## src/rtl/bft_leaf_packetizer.sv

```systemverilog
// Transmit-side BFT leaf packetizer: ap_vld/ap_ack words in, one credit-gated packet out per word.
// Optional per-packet and stall counters are enabled with `define PACKETIZER_PKT_CNT_EN.
module bft_leaf_packetizer #(
    parameter int PACKET_BITS   = 49,
    parameter int PAYLOAD_BITS  = 32,
    parameter int NUM_LEAF_BITS = 5,
    parameter int NUM_PORT_BITS = 4,
    parameter int NUM_ADDR_BITS = 7,
    parameter int CREDIT_INIT   = 128,
    parameter int CTRL_PORT     = 0
) (
    input  logic                     clk_bft,
    input  logic                     reset,
    input  logic                     enable,
    input  logic [NUM_LEAF_BITS-1:0] dest_leaf,
    input  logic [NUM_PORT_BITS-1:0] dest_port,
    input  logic [PAYLOAD_BITS-1:0]  din_user,
    input  logic                     vld_user,
    output logic                     ack_user,
    input  logic [PACKET_BITS-1:0]   din_leaf_bft2interface,
    output logic [PACKET_BITS-1:0]   dout_leaf_interface2bft,
    output logic [NUM_ADDR_BITS:0]   credit,
    output logic                     busy
`ifdef PACKETIZER_PKT_CNT_EN
    ,
    output logic [31:0]              pkt_cnt,
    output logic [31:0]              stall_cnt
`endif
);

    localparam int CREDIT_BITS = NUM_ADDR_BITS + 1;
    localparam int ADDR_LSB    = PAYLOAD_BITS;
    localparam int PORT_LSB    = ADDR_LSB + NUM_ADDR_BITS;
    localparam int LEAF_LSB    = PORT_LSB + NUM_PORT_BITS;
    localparam int VALID_BIT   = PACKET_BITS - 1;

    localparam logic [CREDIT_BITS+1:0] CREDIT_MAX = (CREDIT_BITS + 2)'(CREDIT_INIT);

    typedef enum logic [1:0] {
        IDLE,
        RUN,
        WAIT_CREDIT
    } state_t;

    state_t                   state, state_next;
    logic [NUM_LEAF_BITS-1:0] leaf_q;
    logic [NUM_PORT_BITS-1:0] port_q;
    logic [NUM_ADDR_BITS-1:0] seq;
    logic                     accept;
    logic                     credit_hit;
    logic [CREDIT_BITS-1:0]   credit_inc;
    logic [CREDIT_BITS+1:0]   credit_sum;
    logic [CREDIT_BITS-1:0]   credit_next;
    logic                     unused_din;

    // Only valid packets addressed to the control port return credit; the rest are dropped.
    assign credit_hit = din_leaf_bft2interface[VALID_BIT] &&
                        (din_leaf_bft2interface[PORT_LSB +: NUM_PORT_BITS] == NUM_PORT_BITS'(CTRL_PORT));
    assign credit_inc = credit_hit ? din_leaf_bft2interface[CREDIT_BITS-1:0] : '0;
    assign unused_din = ^{din_leaf_bft2interface[LEAF_LSB +: NUM_LEAF_BITS],
                          din_leaf_bft2interface[PORT_LSB-1:CREDIT_BITS]};

    assign accept   = (state == RUN) && vld_user && enable && (credit != '0);
    assign ack_user = accept;
    assign busy     = (state != IDLE);

    // Widened sum: credit >= accept, so subtraction cannot underflow before clamping.
    assign credit_sum  = {2'b00, credit} + {2'b00, credit_inc} - {{(CREDIT_BITS + 1){1'b0}}, accept};
    assign credit_next = (credit_sum > CREDIT_MAX) ? CREDIT_MAX[CREDIT_BITS-1:0]
                                                   : credit_sum[CREDIT_BITS-1:0];

    always_comb begin
        // NOTE: default first so every path assigns state_next and no latch is inferred.
        state_next = state;
        case (state)
            IDLE: begin
                if (enable) state_next = RUN;
            end
            RUN: begin
                if (!enable)                          state_next = IDLE;
                else if (accept && credit_next == '0) state_next = WAIT_CREDIT;
            end
            WAIT_CREDIT: begin
                // Leave on the returning credit itself so sending resumes the very next cycle.
                if (!enable)                 state_next = IDLE;
                else if (credit_next != '0)  state_next = RUN;
            end
            default: state_next = IDLE;
        endcase
    end

    // NOTE: non-blocking assignments keep every register update on the same clock edge.
    always_ff @(posedge clk_bft or posedge reset) begin
        if (reset) begin
            state                   <= IDLE;
            credit                  <= CREDIT_BITS'(CREDIT_INIT);
            seq                     <= '0;
            leaf_q                  <= '0;
            port_q                  <= '0;
            dout_leaf_interface2bft <= '0;
        end else begin
            state  <= state_next;
            credit <= credit_next;
            if (state == IDLE) begin
                leaf_q <= dest_leaf;
                port_q <= dest_port;
            end
            if (accept) begin
                seq                     <= seq + 1'b1;
                dout_leaf_interface2bft <= {1'b1, leaf_q, port_q, seq, din_user};
            end else begin
                dout_leaf_interface2bft <= '0;
            end
        end
    end

`ifdef PACKETIZER_PKT_CNT_EN
    always_ff @(posedge clk_bft or posedge reset) begin
        if (reset) begin
            pkt_cnt   <= '0;
            stall_cnt <= '0;
        end else begin
            if (accept) pkt_cnt <= pkt_cnt + 32'd1;
            if (state == WAIT_CREDIT && vld_user && stall_cnt != '1)
                stall_cnt <= stall_cnt + 32'd1;
        end
    end
`endif

endmodule

```

## config.mk

```make
export PLATFORM = sky130hd
export DESIGN_NAME = bft_leaf_packetizer
export DESIGN_NICKNAME = d
export VERILOG_FILES = /design/src/rtl/bft_leaf_packetizer.sv
export SDC_FILE = /design/constraint.sdc
export NUM_CORES = 1
export LEC_CHECK = 0
export BUFFER_PORTS_ARGS = -buffer_cell sky130_fd_sc_hd__buf_2
export CORE_ASPECT_RATIO = 0.8
export CORE_MARGIN = 10
export CORE_UTILIZATION = 42
export DETAILED_ROUTE_END_ITERATION = 10
export PLACE_DENSITY = 0.81
export SLEW_MARGIN = 20
export SYNTH_ARGS = -nofsm -noshare
export SYNTH_HDL_FRONTEND = slang
export SYNTH_SLANG_ARGS = --single-unit
```

## constraint.sdc

```tcl
create_clock -name clk_bft -period 3.44 [get_ports clk_bft]
set_input_delay 0.172 -clock clk_bft [delete_from_list [all_inputs] [get_ports clk_bft]]
set_output_delay 0.172 -clock clk_bft [all_outputs]
set_load 0.05 [all_outputs]
```

Word level (Yosys, flattened, before mapping)
Index checks and enable logic that the tools add are counted.

Input port bits: 94. Register bits: 75. Logic and storage cells: 36. Output and inout bits: 59.

$add $sub $neg: 3. Equal/unequal tests: 5. Muxes and demuxes: 9. $lt $le $gt $ge: 1. Reduce and logical (&&, ||, !) cells: 12.

Operators by type and width (number): 49-bit 2-to-1 mux (1); 8-bit 2-to-1 mux (2); 8-bit nonzero test (2); 10-bit by 8-bit > comparator with 1-bit output (second input constant) (1); 2-bit 2-to-1 mux (5); 9-bit by 1-bit subtractor with 10-bit output (1); 8-bit by 8-bit adder with 9-bit output (1); 8-bit logical NOT (1); 7-bit by 1-bit adder with 7-bit output (second input constant) (1); 2-bit case mux with 3 select lines (1); 1-bit logical AND (5); 4-bit logical NOT (1); 3-bit by 2-bit inequality test with 1-bit output (second input constant) (1); 3-bit inequality test (second input constant) (1); 3-bit AND reduction (1); 2-bit by 1-bit equality test with 1-bit output (second input constant) (1); 2-bit equality test (second input constant) (1); 2-bit logical NOT (1); 2-bit inequality test (second input constant) (1); 2-bit nonzero test (1).

Depth between registers and ports, before layout
Gate-level depths: netlist of the first run.

Word-level depth: 12. Depth in mapped cells: 15. Mapped depth without buffers: 13.

Worst setup path after synthesis of the first run
OpenSTA, ideal clock, no wires.

Path type: register -> register. Start: reg credit[4]. End: reg credit[3]. Slack: -846 ps. Data arrival time: 4166 ps. Period minus slack after synthesis: 4286 ps. Setup time: 120 ps. Path buffers: 2. Stages on the path, launching flop included: 16. Required time: 3320 ps. Cells stage by stage: dfrtp_1 > nor4_1 > a211oi_1 > and3_1 > buf_2 > buf_1 > xnor2_1 > ha_1 > inv_1 > fa_1 > nand2b_1 > a211oi_2 > nor3_1 > o2111ai_4 > a2bb2o_4 > and3b_1.

Cells in the longest elaborated chain, start to end: 5. Elaborated cells between the ends (all ways): 6. Those cells by class: add/sub: 2; order compare: 1; mux: 1; reduce/logical: 2.

Ends and longest elaborated chain: start: declaration (RTL line 22) `output logic [NUM_ADDR_BITS:0] credit,`; start signal: assignment (RTL line 96) `credit <= CREDIT_BITS'(CREDIT_INIT);`; start signal: assignment (RTL line 103) `credit <= credit_next;`; 8-bit nonzero test * (RTL line 63) `assign accept = (state == RUN) && vld_user && enable && (credit != '0);`; 1-bit logical AND * (RTL line 63); net ack_user (RTL line 19) `output logic ack_user,`; 9-bit by 1-bit subtractor with 10-bit output * (RTL line 68) `assign credit_sum = {2'b00, credit} + {2'b00, credit_inc} - {{(CREDIT_BITS + 1){1'b0}}, accept};`; 10-bit by 8-bit > comparator with 1-bit output (RTL line 69) `assign credit_next = (credit_sum > CREDIT_MAX) ? CREDIT_MAX[CREDIT_BITS-1:0]`; 8-bit 2-to-1 mux * (RTL line 69); net credit_next[3] (RTL line 53) `logic [CREDIT_BITS-1:0] credit_next;`.

Mark *: on every way through the listed nets, which the timed path passes. The rest lies on a longest branch. A chain may end at the register's enable or synchronous reset.

Worst setup path after layout of the first run
Start: reg credit[2]. End: reg credit[3].

Cells in the longest elaborated chain, start to end: 5. Elaborated cells between the ends (all ways): 6. Those cells by class: add/sub: 2; order compare: 1; mux: 1; reduce/logical: 2.

Ends and longest elaborated chain (RTL line): branches (longest 2 deep; another with 8-bit by 8-bit adder with 9-bit output); 9-bit by 1-bit subtractor with 10-bit output * (68); 10-bit by 8-bit > comparator with 1-bit output (69); 8-bit 2-to-1 mux * (69); net credit_next[3] (53).

Mark *: on every way through the listed nets, which the timed path passes.

==> results.md, run 1 <==
Outcome:
- The run finished, with violations left.
- The final reports fail on negative hold slack.

Synth:
- The count of synthesis-stage warnings from yosys is 0.
- In this run, synthesis produced a sequential element count of 75.
- The count of distinct cell types in the synthesized netlist is 46.
- In the synthesized netlist the dominant register cell turns out to be sky130_fd_sc_hd__dfrtp_1.
- By area the synthesized netlist is led by sky130_fd_sc_hd__dfrtp_1 (56%), sky130_fd_sc_hd__and2_1 (9.5%), sky130_fd_sc_hd__ha_1 (6.1%), sky130_fd_sc_hd__mux2_2 (3.4%), sky130_fd_sc_hd__inv_1 (3.3%).
- For this run, the register share of the synthesized area comes to 57.1%.
- Yosys mapped a number of flops with a built-in enable equal to 0.
- By count the netlist is led by sky130_fd_sc_hd__dfrtp_1 (74), sky130_fd_sc_hd__and2_1 (50), sky130_fd_sc_hd__inv_1 (29), sky130_fd_sc_hd__ha_1 (16), sky130_fd_sc_hd__nand2_1 (14).
- Synthesis produced a netlist with a net count of 385.
- By area, the combinational part of the netlist is dominated by simple AND/OR/NAND/NOR gates.
- The biggest area consumer among synthesized cells is sky130_fd_sc_hd__dfrtp_1.
- The adder-cell area share of the yosys netlist is 6.69%.
- The average size of a mapped cell is 12.0 um2.
- The cell count after synthesis is 274.
- The fraction of the mapped netlist area in simple logic gates is 17.3%.
- After synthesis the cells add up to 3290 um2.
- Of the post-synthesis cell area, the dominant cell type holds 56.3%.
- After synthesis, the share of flip-flops with an asynchronous set or reset is 100%.
- The xor-xnor portion of the synthesized cell area is 2.66%.
- The proportion of synthesized area in mux cells is 3.72%.
- The cell with the most instances after synthesis is sky130_fd_sc_hd__dfrtp_1.
- The synthesized-area fraction occupied by ao, oa, aoi and oai cells is 8.44%.

Worst hold path:
- The path class of the lowest-slack min-delay path is input port to asynchronous set/reset pin.

STA:
- The final setup skew is 6.64 ps.
- The worst path uses 95.2% of the clock period.
- The clock period could shrink to 3280 ps.
- The worst slew margin relative to its limit is 40.0%.
- Setup repair after global routing left no endpoint under its margin.
- The final count of pins violating max slew came to 0.
- The maximum operating frequency is 305 MHz.
- The worst hold slack is -36.8 ps.
- For the pin with the worst max-slew slack, the measured transition is 897 ps.
- The final-report hold violation count is 47.
- For the final routed database, the setup TNS stands at 0 ps.
- The final number of setup-violating endpoints is 0.

Pwr:
- Power spread over the standard cell area amounts to 781 nW/um2.
- Net switching is 39.4% of the power.
- The net switching power is 0.00133 W.
- Of the total power, the clock network draws 20.5%.
- The logic gate share of total power is 47.3%.
- The largest vdd supply drop is 0.371 mV.
- The share of total power in sequential cells is 32.2%.
- The cell-internal power is 0.00204 W.
- The leakage power figure is 2.32 nW.

Drt:
- The number of design-rule violations left by the first detailed-router iteration is 159.
- The number of vias in the routed layout is 2,335.
- The total DRC errors in the routed layout is 0.
- Dividing the detail-routed via count by the number of cells gives 4.58.
- The average detailed-routed wire length per instance is 14.9 um.
- For this block, the routed nets add up to 7620 um of wire.
- The count of nets left with antenna violations after detail routing is 0.
- The first-pass iteration count of the detailed router is 4.

Placement:
- The cell area after placement is 4070 um2.
- The final weighted congestion in routability-driven placement is 0.870.
- The quantity of I/O buffers inserted on ports is 116.
- Summed over all nets, the half-perimeter wirelength after detailed placement is 6180 um.

Die:
- The die outline area is 11,800 um2.
- The die is 99.2 um tall.
- The overall die width is 119 um.
- The placement row count is 28.
- In this run the standard cell core region covers 7500 um2.
- For this design the top-level I/O count stands at 153.
- The initial utilization of the core area, before any placement, comes to 43.9%.

Layout:
- The net total in the final layout is 511.
- The area occupied by multi-input gates is 1350 um2.
- The proportion of layout cells with a drive suffix above 1 is 44.9%.
- The finished cells cover 4310 um2.
- The register area is 1890 um2.
- The filler cells instantiated in the layout total 661.
- The repair_antennas step left the layout with diodes totalling 0.
- For this run, the share of the core covered by cells in the final layout is 57.5%.
- The layout overhead on the synthesized area is 31.1%.

Clock network:
- CTS placed an instance of sky130_fd_sc_hd__clkbuf_8 at the clock tree root.
- The clock sink total is 75.
- The level count of the clock H-tree is 3.
- The clock passes through at most 2 buffers.
- The number of buffers created by CTS is 9.
- After clock tree synthesis, the clock-pin slew on the worst setup and hold paths is 70 ps.
- The clock latency on the worst-skew pair is 330 ps.
- The CTS tree is yes.
- The number of hold buffers added after CTS was 0.

GRT:
- The largest net degree at the start of global routing is 56.
- Summed over all layers, the global routing overflow is 0.
- Across every metal layer, demand over resource in global routing totals 13.2%.
- The number of antenna violations at the first check in global routing is 0.
- The via count of the first global-routing pass is 2,508.
- The first global-routing pass estimated 12,600 um of wire.

Flow run:
- The max-cap check violation count is 0.

Worst setup path:
- The launching element type of the critical path is a flip-flop.
- The endpoint arrival time on the critical path is 3540 ps.
- The critical path startpoint is credit[2].
- The category of the most critical setup path is flip-flop to flip-flop.
- Following the worst setup path forward leads to its endpoint at credit[3].
- The start of the worst register-to-register path is credit[2].
- In this run the worst path has a maximum fanout of 5.
- The slack of the worst reg-to-reg path is 160 ps.
- STA puts the critical path data required time at 3700 ps.
- The worst register-to-register path ends at credit[3].
- The path depth of the worst reg2reg path is 14.
- The type of element capturing the critical path is a flip-flop.
## timing repair
item,CTS,global route
resized for setup,1,4
pin swaps,1,1
setup buffers,1,0
endpoints found under the setup margin,3,4
## kinds of logic after synthesis
group / count (synthesis)
DFF: 75
and+or+nand+nor: 97
muxes: 11
AOI/OAI and AO/OA: 28
buffers and inverters: 36
adders and majority gates: 17
xor gates and xnor gates: 10
## metrics by stage
stage          total power [W]  instances  worst slack, ps
2_1_floorplan          0.00231        274            -99.4
3_3_place_gp           0.00260        493             47.9
3_5_place_dp           0.00265        493            -44.9
4_1_cts                0.00338        510             73.5
5_1_grt                0.00359        510             3.78
6_report               0.00337        510              164
## cell usage in the layout, fill, tap and decap left out, types with 2 or more instances in the layout
| cell type | instances |
|---|---|
| sky130_fd_sc_hd__xnor2_1 | 7 |
| sky130_fd_sc_hd__nand3_1 | 7 |
| sky130_fd_sc_hd__xor2_1 | 2 |
| sky130_fd_sc_hd__and2_1 | 50 |
| sky130_fd_sc_hd__ha_1 | 15 |
| sky130_fd_sc_hd__inv_1 | 27 |
| sky130_fd_sc_hd__nor4_4 | 2 |
| sky130_fd_sc_hd__buf_4 | 5 |
| sky130_fd_sc_hd__clkinv_2 | 3 |
| sky130_fd_sc_hd__o211ai_1 | 2 |
| sky130_fd_sc_hd__nor3_2 | 2 |
| sky130_fd_sc_hd__nand2_1 | 14 |
| sky130_fd_sc_hd__a211oi_1 | 2 |
| sky130_fd_sc_hd__o21a_1 | 2 |
| sky130_fd_sc_hd__mux2_2 | 10 |
| sky130_fd_sc_hd__nor2_1 | 9 |
| sky130_fd_sc_hd__dfrtp_1 | 68 |
| sky130_fd_sc_hd__dfrtp_2 | 6 |
| sky130_fd_sc_hd__and3_1 | 2 |
| sky130_fd_sc_hd__clkbuf_8 | 12 |
| sky130_fd_sc_hd__nor4_1 | 2 |
| sky130_fd_sc_hd__a21oi_1 | 7 |
| sky130_fd_sc_hd__buf_2 | 116 |
## power by group through the flow
stage | combinational (W) | clock, W | sequential, W
global route | 0.00174 | 0.000747 | 0.00110
CTS | 0.00158 | 0.000708 | 0.00109
floorplan | 0.000997 | 0 | 0.00131
global placement | 0.00151 | 0 | 0.00109
detailed placement | 0.00155 | 0 | 0.00110
finish | 0.00159 | 0.000691 | 0.00109
## worst min-delay path by stage
stage / start / to / slack (ps) / depth (start not counted)
global placement: din_user[22] / dout_leaf_interface2bft[22] / 380 / 2
floorplan: din_user[0] / dout_leaf_interface2bft[0] / 300 / 1
CTS: din_user[16] / dout_leaf_interface2bft[16] / 20 / 2
global route: din_user[10] / dout_leaf_interface2bft[10] / 20 / 2
finish: reset / dout_leaf_interface2bft[31] / -40 / 2
detailed placement: din_user[22] / dout_leaf_interface2bft[22] / 380 / 2
## flip-flops by register name (all words and copies together) (netlist names)
register	flops
dout_leaf_interface2bft	49
credit	8
seq	7
leaf_q	5
port_q	4
state	2
## routing by layer
| metal | up-vias | global-route usage, % | share of wire [%] |
|---|---|---|---|
| met5 | - | 0 | 0 |
| met4 | 0 | 3.66 | 0.87 |
| met3 | 6 | 4.75 | 6.9 |
| met2 | 63 | 24.2 | 55 |
| met1 | 1119 | 14.1 | 38 |
| li1 | 1147 | - | - |
## layout make-up
type	count	area share, %
Sequential cell	75	43.7
Inverter	29	2.55
Clock inverter	4	1.10
Tap cell	105	3.05
Clock buffer	12	3.83
Multi-Input combinational cell	163	31.2
Timing Repair Buffer	122	14.6
## worst max-delay path: stages (launching register included)
cell and delay (ps):
sky130_fd_sc_hd__dfrtp_2 440, sky130_fd_sc_hd__nor4_4 360, sky130_fd_sc_hd__a211oi_2 130, sky130_fd_sc_hd__and3_4 210, sky130_fd_sc_hd__xnor2_2 170, sky130_fd_sc_hd__ha_2 220, sky130_fd_sc_hd__inv_2 40, sky130_fd_sc_hd__fa_2 350
sky130_fd_sc_hd__nand2b_4 160, sky130_fd_sc_hd__a211oi_4 210, sky130_fd_sc_hd__buf_6 160, sky130_fd_sc_hd__o41a_2 140, sky130_fd_sc_hd__a21boi_2 160, sky130_fd_sc_hd__a2bb2o_4 250, sky130_fd_sc_hd__and3b_1 200
(Power assumes the default switching activity.)
==> run 2, diff against run 1 <==
==> constraint.sdc (replaced) <==
create_clock -name clk_bft -period 3.44 [get_ports clk_bft]
set_input_delay 0.344 -clock clk_bft [delete_from_list [all_inputs] [get_ports clk_bft]]
set_output_delay 0.344 -clock clk_bft [all_outputs]
set_load 0.05 [all_outputs]
==> run 2 against run 1 <==
The flow now finishes without violations. Cell area rose by 0.78%. First-iteration DRC count fell by 16%. Routed wire length rose by 3.7%. Clock skew rose by 3.4 ps. Critical path depth did not move. Sequential share of layout area fell by 0.34 points. Via count rose by 2.7%. Hold slack improved by 250 ps. Maximum frequency fell by 1.0%. Sequential cell count did not move. Sequential power barely moved. Non-clock buffer count did not move. Critical path type unchanged. Largest cell class unchanged. Largest power group unchanged. Highest routed layer unchanged.
==> results.md, run 2 (synthesis results as in run 1) <==
Layout:
- The design area is 4350 um2 (was 4310 um2).
- The non-filler instance count after layout came to 510 (unchanged).
- The net total in the final layout came to 511 (unchanged).
- The final design utilization came to 58.0% (was 57.5%).
- Commonest cells after routing, fill and taps aside: sky130_fd_sc_hd__buf_2 (116), sky130_fd_sc_hd__dfrtp_1 (68), sky130_fd_sc_hd__and2_1 (50) (unchanged).
- The most common cell after layout, fill and taps aside is sky130_fd_sc_hd__buf_2 (unchanged).
- The antenna cell count is 0 (unchanged).
- The area occupied by multi-input gates is 1350 um2 (about the same).
- The register area was 1890 um2 (unchanged).
- Largest registers: dout_leaf_interface2bft (49), credit (8), seq (7) (unchanged).
- The layout overhead on the synthesized area is 32.1% (was 31.1%).
- The proportion of layout cells with a drive suffix above 1 came to 44.4% (was 44.9%).
- The register with the highest flop count is dout_leaf_interface2bft (unchanged).
- The fill cell instance count of the final layout is 641 (was 661).
- The flip-flop count of the largest register after layout is 49 (unchanged).

Pwr:
- The leakage power figure is 2.33 nW (was 2.32 nW).
- The total power per unit cell area is 808 nW/um2 (was 781 nW/um2).
- The largest vdd supply drop is 0.378 mV (was 0.371 mV).

Worst setup path:
- The sum of buffers and inverters on the critical path is 2 (unchanged).
- Cell-by-cell trace of the critical path: nor4_4 -> a211oi_2 -> and3_4 -> xnor2_2 -> ha_2 -> inv_2 -> fa_2 -> nand2b_4 -> a211oi_4 -> buf_4 -> o41a_2 -> a21boi_2 -> a2bb2o_4 -> and3b_1 (was nor4_4 -> a211oi_2 -> and3_4 -> xnor2_2 -> ha_2 -> inv_2 -> fa_2 -> nand2b_4 -> a211oi_4 -> buf_6 -> o41a_2 -> a21boi_2 -> a2bb2o_4 -> and3b_1).
- The category of the most critical setup path was flip-flop to flip-flop (unchanged).
- The largest fanout on the critical path was 5 (unchanged).
- The endpoint arrival time on the critical path is 3580 ps (was 3540 ps).
- The critical path's slowest cell is sky130_fd_sc_hd__dfrtp_2 (unchanged).
- The largest stage delay on the critical path is 440 ps (about the same).
- The endpoint required time on the critical path came to 3710 ps (was 3700 ps).
- The type of element capturing the critical path is a flip-flop (unchanged).
- The launching element type of the critical path is a flip-flop (unchanged).
- The family with the most delay on the worst path is simple AND/OR/NAND/NOR gates (unchanged).

Clock network:
- The clock sink total is 75 (unchanged).
- The clock tree buffer depth came to 2 (unchanged).
- The number of buffers created by CTS was 9 (unchanged).
- The CTS tree was yes (unchanged).
- The level count of the clock H-tree is 3 (unchanged).
- The clock latency on the worst-skew pair is 330 ps (about the same).
- The total of hold buffers inserted after clock tree synthesis is 0 (unchanged).
- The buffer cell driving the clock tree root is sky130_fd_sc_hd__clkbuf_8 (unchanged).
- The clock transition at the registers of the reported paths is 70 ps (about the same).

Placement:
- The quantity of I/O buffers inserted on ports came to 116 (unchanged).
- The cell area after placement is 4070 um2 (unchanged).
- The number of instances in the placed design came to 493 (unchanged).
- The detailed placer's ending HPWL came to 6250 um (was 6180 um).
- The final weighted congestion in routability-driven placement is 0.860 (was 0.870).

Drt:
- The total DRC errors in the routed layout is 0 (unchanged).
- The number of vias in the routed layout is 2,398 (was 2,335).
- The count of nets left with antenna violations after detail routing was 0 (unchanged).
- The first-pass iteration count of the detailed router is 5 (was 4).
- The detailed-route vias per instance is 4.70 (was 4.58).
- The number of design-rule violations left by the first detailed-router iteration was 134 (was 159).
- The average detailed-routed wire length per instance is 15.5 um (was 14.9 um).
- The overall routed net length is 7900 um (was 7620 um).

STA:
- The final setup skew is 10.0 ps (was 6.64 ps).
- The final count of pins violating max slew is 0 (unchanged).
- The maximum operating frequency is 302 MHz (was 305 MHz).
- Unrepaired setup endpoints after global routing: no (unchanged).
- The final number of setup-violating endpoints is 0 (unchanged).
- The period utilization came to 96.2% (was 95.2%).
- The final-report hold violation count is 0 (was 47).
- The worst slew margin relative to its limit came to 39.9% (was 40.0%).
- The worst-margin pin slew is 898 ps (was 897 ps).
- The final critical delay including setup and external delays was 3310 ps (was 3280 ps).

Die:
- The number of top-level pins is 153 (unchanged).
- The placement row count is 28 (unchanged).
- The die outline area is 11,800 um2 (unchanged).
- The floorplan core area was 7500 um2 (unchanged).
- The die boundary height is 99.2 um (unchanged).
- The effective utilization at floorplan came to 43.9% (unchanged).
- The overall die width is 119 um (unchanged).

Flow run:
- The max-cap check violation count is 0 (unchanged).

GRT:
- The total overflow reported by the global router is 0 (unchanged).
- The wire length of the first global-routing pass is 12,900 um (was 12,600 um).
- The number of antenna violations at the first check in global routing is 0 (unchanged).
- The global routing usage summed across all routing layers is 13.5% (was 13.2%).
- The met2 demand-to-capacity share in global routing came to 24.1% (was 24.2%).
- The fraction of met1 tracks used by global routing is 14.8% (was 14.1%).
- The most used routing layer was met2 (unchanged).
- The largest net degree at the start of global routing is 76 (was 56).
- The global routing usage on met3 came to 4.07% (was 4.75%).
- The via count of the first global-routing pass came to 2,593 (was 2,508).

Outcome:
- Run status: finished, final reports clean (was complete, but fails checks).

Worst hold path:
- The path class of the lowest-slack min-delay path is input port to flip-flop (was input port to asynchronous set/reset pin).
## run 2: cell types whose count changed in the layout (fill, tap and decap cells not counted), sizes merged
cell | previous run | this run
bufinv | 1 | 3
clkinv | 3 | 0
inv | 28 | 29
## run 2: cell type report
cell class                      count  share of cell area [%]
Clock inverter                      4                    2.24
Inverter                           29                    2.50
Timing Repair Buffer              122                    14.4
Multi-Input combinational cell    163                    31.1
Clock buffer                       12                    3.34
Tap cell                          105                    3.02
Sequential cell                    75                    43.4
## run 2: layer usage
metal,wire length [um],vias to the layer above
met5,0,-
met4,150,0
met3,454,11
met2,4230,72
met1,3070,1170
li1,-,1145
## run 2: where the power goes
group / switching [W] / total, W / internal [W]
Sequential: 0.0000849 / 0.00109 / 0.00100
Clock: 0.000295 / 0.000797 / 0.000502
Combinational: 0.000976 / 0.00163 / 0.000651
## run 2: final timing paths
kind,start,endpoint,slack (ps),cells after the start
hold reg to reg,seq[6],seq[6],460,1
max in group asynchronous,reset,credit[5],2530,3
setup reg to reg,credit[2],credit[3],130,14
hold / removal,din_user[10],dout_leaf_interface2bft[10],210,2
min in group asynchronous,reset,dout_leaf_interface2bft[7],280,3
setup / recovery,credit[2],credit[3],130,14
## run 2: per-stage QoR
stage | power, W | hold slack [ps] | setup WS, ps | setup TNS, ps
6_report | 0.00351 | 211 | 131 | 0
4_1_cts | 0.00350 | 192 | 47.1 | 0
5_1_grt | 0.00374 | 192 | 19.9 | 0
3_3_place_gp | 0.00261 | 451 | 62.7 | 0
3_5_place_dp | 0.00267 | 455 | -43.0 | -70.3
2_1_floorplan | 0.00231 | 437 | -99.4 | -155
## run 2: what timing repair did
item	4_1_cts	5_1_grt
resized for setup	0	5
buffers inserted	1	0
endpoints found under the setup margin	2	3
pin swaps	1	1
gates cloned	0	0
